`src/rtl/expr_pkg.sv`:
```
// Shared defaults and state encoding for the expression result collector.
package expr_pkg;

  localparam int          Y_W   = 90;
  localparam int          SIG_W = 32;
  localparam int          CNT_W = 16;
  localparam logic [31:0] POLY  = 32'h04C11DB7;
  localparam logic [31:0] SEED  = 32'hFFFFFFFF;

  typedef enum logic [1:0] {
    IDLE  = 2'd0,
    RUN   = 2'd1,
    FINAL = 2'd2,
    DONE  = 2'd3
  } expr_col_state_t;

endpackage

```
`src/rtl/expr_sig_step.sv`:
```
// One MISR step: fold the result vector into signature-width words and
// merge it into the shifted, polynomial-reduced signature.
module expr_sig_step
  import expr_pkg::*;
#(
  parameter int               Y_W   = expr_pkg::Y_W,
  parameter int               SIG_W = expr_pkg::SIG_W,
  parameter logic [SIG_W-1:0] POLY  = expr_pkg::POLY
) (
  input  logic [SIG_W-1:0] sig,
  input  logic [Y_W-1:0]   in_y,
  output logic [SIG_W-1:0] sig_next
);

  // Number of signature-width words after zero-extending the vector.
  localparam int NW = (Y_W + SIG_W - 1) / SIG_W;

  logic [NW*SIG_W-1:0] y_ext;
  logic [SIG_W-1:0]    fold;

  // XOR-fold the zero-extended vector, then apply the Galois shift.
  always_comb begin
    y_ext              = '0;
    y_ext[Y_W-1:0]     = in_y;
    fold               = '0;
    for (int i = 0; i < NW; i++) begin
      fold = fold ^ y_ext[i*SIG_W +: SIG_W];
    end
    sig_next = {sig[SIG_W-2:0], 1'b0} ^ (sig[SIG_W-1] ? POLY : '0) ^ fold;
  end

endmodule

```
`src/rtl/expr_sig_collector.sv`:
```
// Captures a programmed number of result vectors into a MISR signature and
// compares the final signature against an expected value.
module expr_sig_collector
  import expr_pkg::*;
#(
  parameter int               Y_W   = expr_pkg::Y_W,
  parameter int               SIG_W = expr_pkg::SIG_W,
  parameter int               CNT_W = expr_pkg::CNT_W,
  parameter logic [SIG_W-1:0] POLY  = expr_pkg::POLY,
  parameter logic [SIG_W-1:0] SEED  = expr_pkg::SEED
) (
  input  logic             clk,
  input  logic             rst_n,
  input  logic             start,
  input  logic [CNT_W-1:0] num_vec,
  input  logic [SIG_W-1:0] exp_sig,
  input  logic             in_valid,
  output logic             in_ready,
  input  logic [Y_W-1:0]   in_y,
  output logic             busy,
  output logic             done,
  output logic             pass,
  output logic [SIG_W-1:0] sig,
  output logic [CNT_W-1:0] vec_cnt
);

  expr_col_state_t  state_q, state_d;
  logic [SIG_W-1:0] sig_q, sig_d;
  logic [CNT_W-1:0] cnt_q, cnt_d;
  logic [CNT_W-1:0] num_q, num_d;
  logic             pass_q, pass_d;

  logic [SIG_W-1:0] sig_step;
  logic [CNT_W-1:0] cnt_inc;

  expr_sig_step #(
    .Y_W   (Y_W),
    .SIG_W (SIG_W),
    .POLY  (POLY)
  ) u_step (
    .sig      (sig_q),
    .in_y     (in_y),
    .sig_next (sig_step)
  );

  // Saturating increment: the counter sticks at all-ones instead of wrapping.
  always_comb begin
    cnt_inc = (&cnt_q) ? cnt_q : cnt_q + CNT_W'(1);
  end

  // Next-state, signature, counter and compare-result logic.
  always_comb begin
    state_d = state_q;
    sig_d   = sig_q;
    cnt_d   = cnt_q;
    num_d   = num_q;
    pass_d  = pass_q;
    case (state_q)
      IDLE, DONE: begin
        if (start) begin
          sig_d   = SEED;
          cnt_d   = '0;
          num_d   = num_vec;
          pass_d  = 1'b0;
          state_d = (num_vec == '0) ? FINAL : RUN;
        end
      end
      RUN: begin
        // in_ready is unconditionally high here, so in_valid alone accepts.
        if (in_valid) begin
          sig_d = sig_step;
          cnt_d = cnt_inc;
          if (cnt_inc == num_q) begin
            state_d = FINAL;
          end
        end
      end
      FINAL: begin
        pass_d  = (sig_q == exp_sig);
        state_d = DONE;
      end
      default: state_d = IDLE;
    endcase
  end

  // State registers; reset aborts any run immediately.
  always_ff @(posedge clk or negedge rst_n) begin
    if (!rst_n) begin
      state_q <= IDLE;
      sig_q   <= '0;
      cnt_q   <= '0;
      num_q   <= '0;
      pass_q  <= 1'b0;
    end else begin
      state_q <= state_d;
      sig_q   <= sig_d;
      cnt_q   <= cnt_d;
      num_q   <= num_d;
      pass_q  <= pass_d;
    end
  end

  // Handshake and status decode purely from registered state.
  always_comb begin
    in_ready = (state_q == RUN);
    busy     = (state_q == RUN) || (state_q == FINAL);
    done     = (state_q == DONE);
    pass     = pass_q;
    sig      = sig_q;
    vec_cnt  = cnt_q;
  end

endmodule
```
`config.mk`:
```
export PLATFORM = sky130hd
export DESIGN_NAME = expr_sig_collector
export DESIGN_NICKNAME = d
export VERILOG_FILES = /design/src/rtl/expr_pkg.sv /design/src/rtl/expr_sig_step.sv /design/src/rtl/expr_sig_collector.sv
export SDC_FILE = /design/constraint.sdc
export NUM_CORES = 1
export LEC_CHECK = 0
export BUFFER_PORTS_ARGS = -buffer_cell sky130_fd_sc_hd__buf_2
export CAP_MARGIN = 25
export CORE_MARGIN = 2
export CORE_UTILIZATION = 50
export DETAILED_ROUTE_END_ITERATION = 10
export GPL_TIMING_DRIVEN = 1
export PLACE_DENSITY = 0.82
export SLEW_MARGIN = 15
export SYNTH_ARGS = -nofsm -noshare
export SYNTH_HDL_FRONTEND = slang
export SYNTH_HIERARCHICAL = 1
export SYNTH_SLANG_ARGS = --single-unit
```
`constraint.sdc`:
```
create_clock -name clk -period 3.3 [get_ports clk]
set_clock_uncertainty 0.15 [all_clocks]
set_input_delay 0.165 -clock clk [delete_from_list [all_inputs] [get_ports clk]]
set_output_delay 0.165 -clock clk [all_outputs]
set_load 0.005 [all_outputs]
```
==> impl_metrics.env <==
export IMPL_synthDominantCellAreaShare=0.346
export IMPL_htree_levels=3
export IMPL_grtUsageMet3=0.0554
export IMPL_crit_path_end_kind="flop"
export IMPL_stdcell_area_um2=6320
export IMPL_drc=0
export IMPL_fin_cells=814
export IMPL_period_minus_slack_ps=3090
export IMPL_grt_pass1_wl_mm=23.0
export IMPL_reg2reg_slack_ps=210
export IMPL_path_cells="ha_1 -> and3_1 -> and3_4 -> mux2_2 -> nor4_4 -> o2111ai_1 -> a2111oi_2 -> a41oi_2 -> mux2_1"
export IMPL_yosysUniqueCellTypes=63
export IMPL_r2r_start="vec_cnt[0]"
export IMPL_syn_area_um2=4850
export IMPL_cts_root_buffer="clkbuf_8"
export IMPL_drv_slew=0
export IMPL_yosysSeqAreaShare=0.346
export IMPL_synthesis_nets=613
export IMPL_area_delta_synth_final_pct=30.3
export IMPL_core_rowCount=35
export IMPL_vias=4496
export IMPL_grt_pass1_vias=4577
export IMPL_fillers=754
export IMPL_arrival_ps=3160
export IMPL_die_height_um=102
export IMPL_ys_top_cells_by_area="dfrtp_1 35%, xnor2_1 12%, xor2_1 9.6%"
export IMPL_min_to="pass"
export IMPL_synthArstFlopShare=1.00
export IMPL_coreArea_um2=9330
export IMPL_drive_above_1_share=0.377
export IMPL_synth_edff_count=0
export IMPL_die_w_um=102
export IMPL_hp_start="exp_sig[13]"
export IMPL_vias_per_cell=5.52
export IMPL_drv_cap=0
export IMPL_syn_avg_cell_area_um2=10.4
export IMPL_dieArea_um2=10500
export IMPL_initial_utilization=0.520
export IMPL_antenna_found_initial=1
export IMPL_setup_violations_final=0
export IMPL_cellLeakagePower_nw=2.86
export IMPL_hold_violations=0
export IMPL_cts_setup_buffers=0
export IMPL_wl_per_cell_um=18.2
export IMPL_clk_pin_slew_ps=80
export IMPL_firstDrtPassIters=5
export IMPL_post_dp_cell_area_um2=5950
export IMPL_grt_busiest_layer="met2"
export IMPL_setup_slack_ps=206
export IMPL_final_nets=826
export IMPL_dp_cells=781
export IMPL_hpwl_mm=11.7
export IMPL_cts_tree="yes"
export IMPL_io_pins=194
export IMPL_clock_latency_ps=340
export IMPL_cts_buffers=9
export IMPL_synth_top_area_cell="dfrtp_1"
export IMPL_portBuffers=193
export IMPL_rsz0062_at_grt="false"
export IMPL_drtIter0Drc=162
export IMPL_cts_num_sinks=67
export IMPL_slowest_delay_ps=470
export IMPL_wirelength_mm=14.9
export IMPL_required_ps=3370
export IMPL_clockBufferDepth=2
export IMPL_syn_inst=467
export IMPL_max_slew_margin=0.496
export IMPL_finalCoreUtilization=0.678
export IMPL_crit_path_max_fanout=7
export IMPL_multi_input_area_um2=2990
export IMPL_critPathLaunchType="flop"
export IMPL_worst_pin_slew_ps=754
export IMPL_period_share=0.938
export IMPL_worstRegToRegCells=9
export IMPL_drtAntennaViolNets=0
export IMPL_ir_drop_uv=384
export IMPL_ys_warn_count=6
export IMPL_fmax_ghz=0.323
export IMPL_overflow=0
export IMPL_grt_use_met2=0.510
export IMPL_met1_usage=0.336
export IMPL_power_density_nw_per_um2=733
export IMPL_outcome="finished, final reports clean"
export IMPL_grtUsageTotal=0.289
export IMPL_whs_path_depth=4
export IMPL_cts_resized_gates=0
export IMPL_reg2reg_to="state_q[0]"
export IMPL_synthFlopType="dfrtp_1"
export IMPL_seqCellArea_um2=1680
export IMPL_synth_seq_cells=67
export IMPL_whs_ps=9.40
export IMPL_dp_slack_ps=234
export IMPL_worstSetupPathType="reg2reg"
export IMPL_cp_slowest_cell="dfrtp_1"
export IMPL_hp_class="in2reg"
export IMPL_fin_setup_tns_ps=0
export IMPL_total_power_mw=4.63
export IMPL_routabilityCongestion=0.933
export IMPL_grt_max_degree=33
## flip-flops by register name (all words and copies together), names as in the netlist
| register | cells |
|---|---|
| sig | 32 |
| state_q | 2 |
| num_q | 16 |
| vec_cnt | 16 |
| pass | 1 |
## metal layers
layer	vias up	wire (um)
li1	2099	-
met1	2137	5550
met2	215	7720
met3	45	970
met4	0	611
met5	-	0
## report_power, final
group          internal [mW]  switching [mW]  leakage (nW)
clock network          0.386           0.319        0.0995
registers               1.10           0.390         0.753
logic                   1.31            1.13          2.00
total                   2.79            1.83          2.86
## cells in the mapped netlist, types with 4 or more instances
cell	count
nor3_1	6
nor4_1	11
buf_4	4
dfrtp_1	67
nand2_1	27
and3_1	5
xnor2_1	65
xor2_1	53
nor2_1	15
clkbuf_1	12
xnor3_1	8
o22a_1	32
inv_1	13
xnor3_4	4
a21oi_1	18
mux2_2	18
nand4_1	10
buf_6	4
ha_1	4
o21ai_0	22
nand3_1	8
## area by class of cell
type | count | share of cell area
antenna | 1 | 0.000396
clock inverter | 2 | 0.00554
sequential | 67 | 0.265
multi-input combinational | 364 | 0.473
tap | 129 | 0.0255
inverter | 13 | 0.00772
clock buffer | 13 | 0.0251
timing repair buffer | 225 | 0.198
## repair_timing
item,in CTS,in global routing
hold buffers,17,0
endpoints found under the setup margin,0,0
hold endpoints to repair,38,0
## how the worst max path moves through the flow
stage / from / to / slack [ps] / cells past startpoint
2_1_floorplan: vec_cnt[0] / state_q[0] / 340 / 9
3_3_place_gp: vec_cnt[0] / state_q[0] / 300 / 9
3_5_place_dp: vec_cnt[0] / state_q[0] / 230 / 9
4_1_cts: vec_cnt[0] / state_q[0] / 210 / 9
5_1_grt: vec_cnt[0] / state_q[0] / 10 / 9
6_report: vec_cnt[0] / state_q[0] / 210 / 9
## kinds of logic after synthesis
kind of cell,count (synthesis),share of synthesized area
buffers and inverters,36,0.0397
flip-flops,67,0.346
XOR/XNOR,130,0.272
AO/OA/AOI/OAI,102,0.152
adder cells (fa/ha/maj),5,0.0124
multiplexers,23,0.0526
AND/OR/NAND/NOR,104,0.126
## worst max-delay path, delay by kind of cell (launching register included)
kind / cells / cell delay, ps
flip-flops: 1 / 470
multiplexers: 2 / 710
AO/OA/AOI/OAI: 3 / 760
AND/OR/NAND/NOR: 3 / 690
adder cells (fa/ha/maj): 1 / 200
## placed cells by master (no fill, tap or decap), types with 3 or more instances in the layout
master         instances
nand2_1               27
and3_1                 5
a21boi_0               3
xor2_1                53
nor2_1                14
buf_4                 15
o211ai_1               3
o22a_1                32
dlygate4sd3_1         17
clkbuf_8              11
o21ai_0               22
mux2i_1                3
a31oi_1                3
mux2_2                18
xnor3_1                8
xnor3_4                4
nand4_1               10
buf_2                193
ha_1                   4
nor3_1                 6
xnor2_1               65
inv_1                 13
a21oi_1               18
dfrtp_1               67
nand3_1                8
nor4_1                11
(Power assumes the default switching activity.)
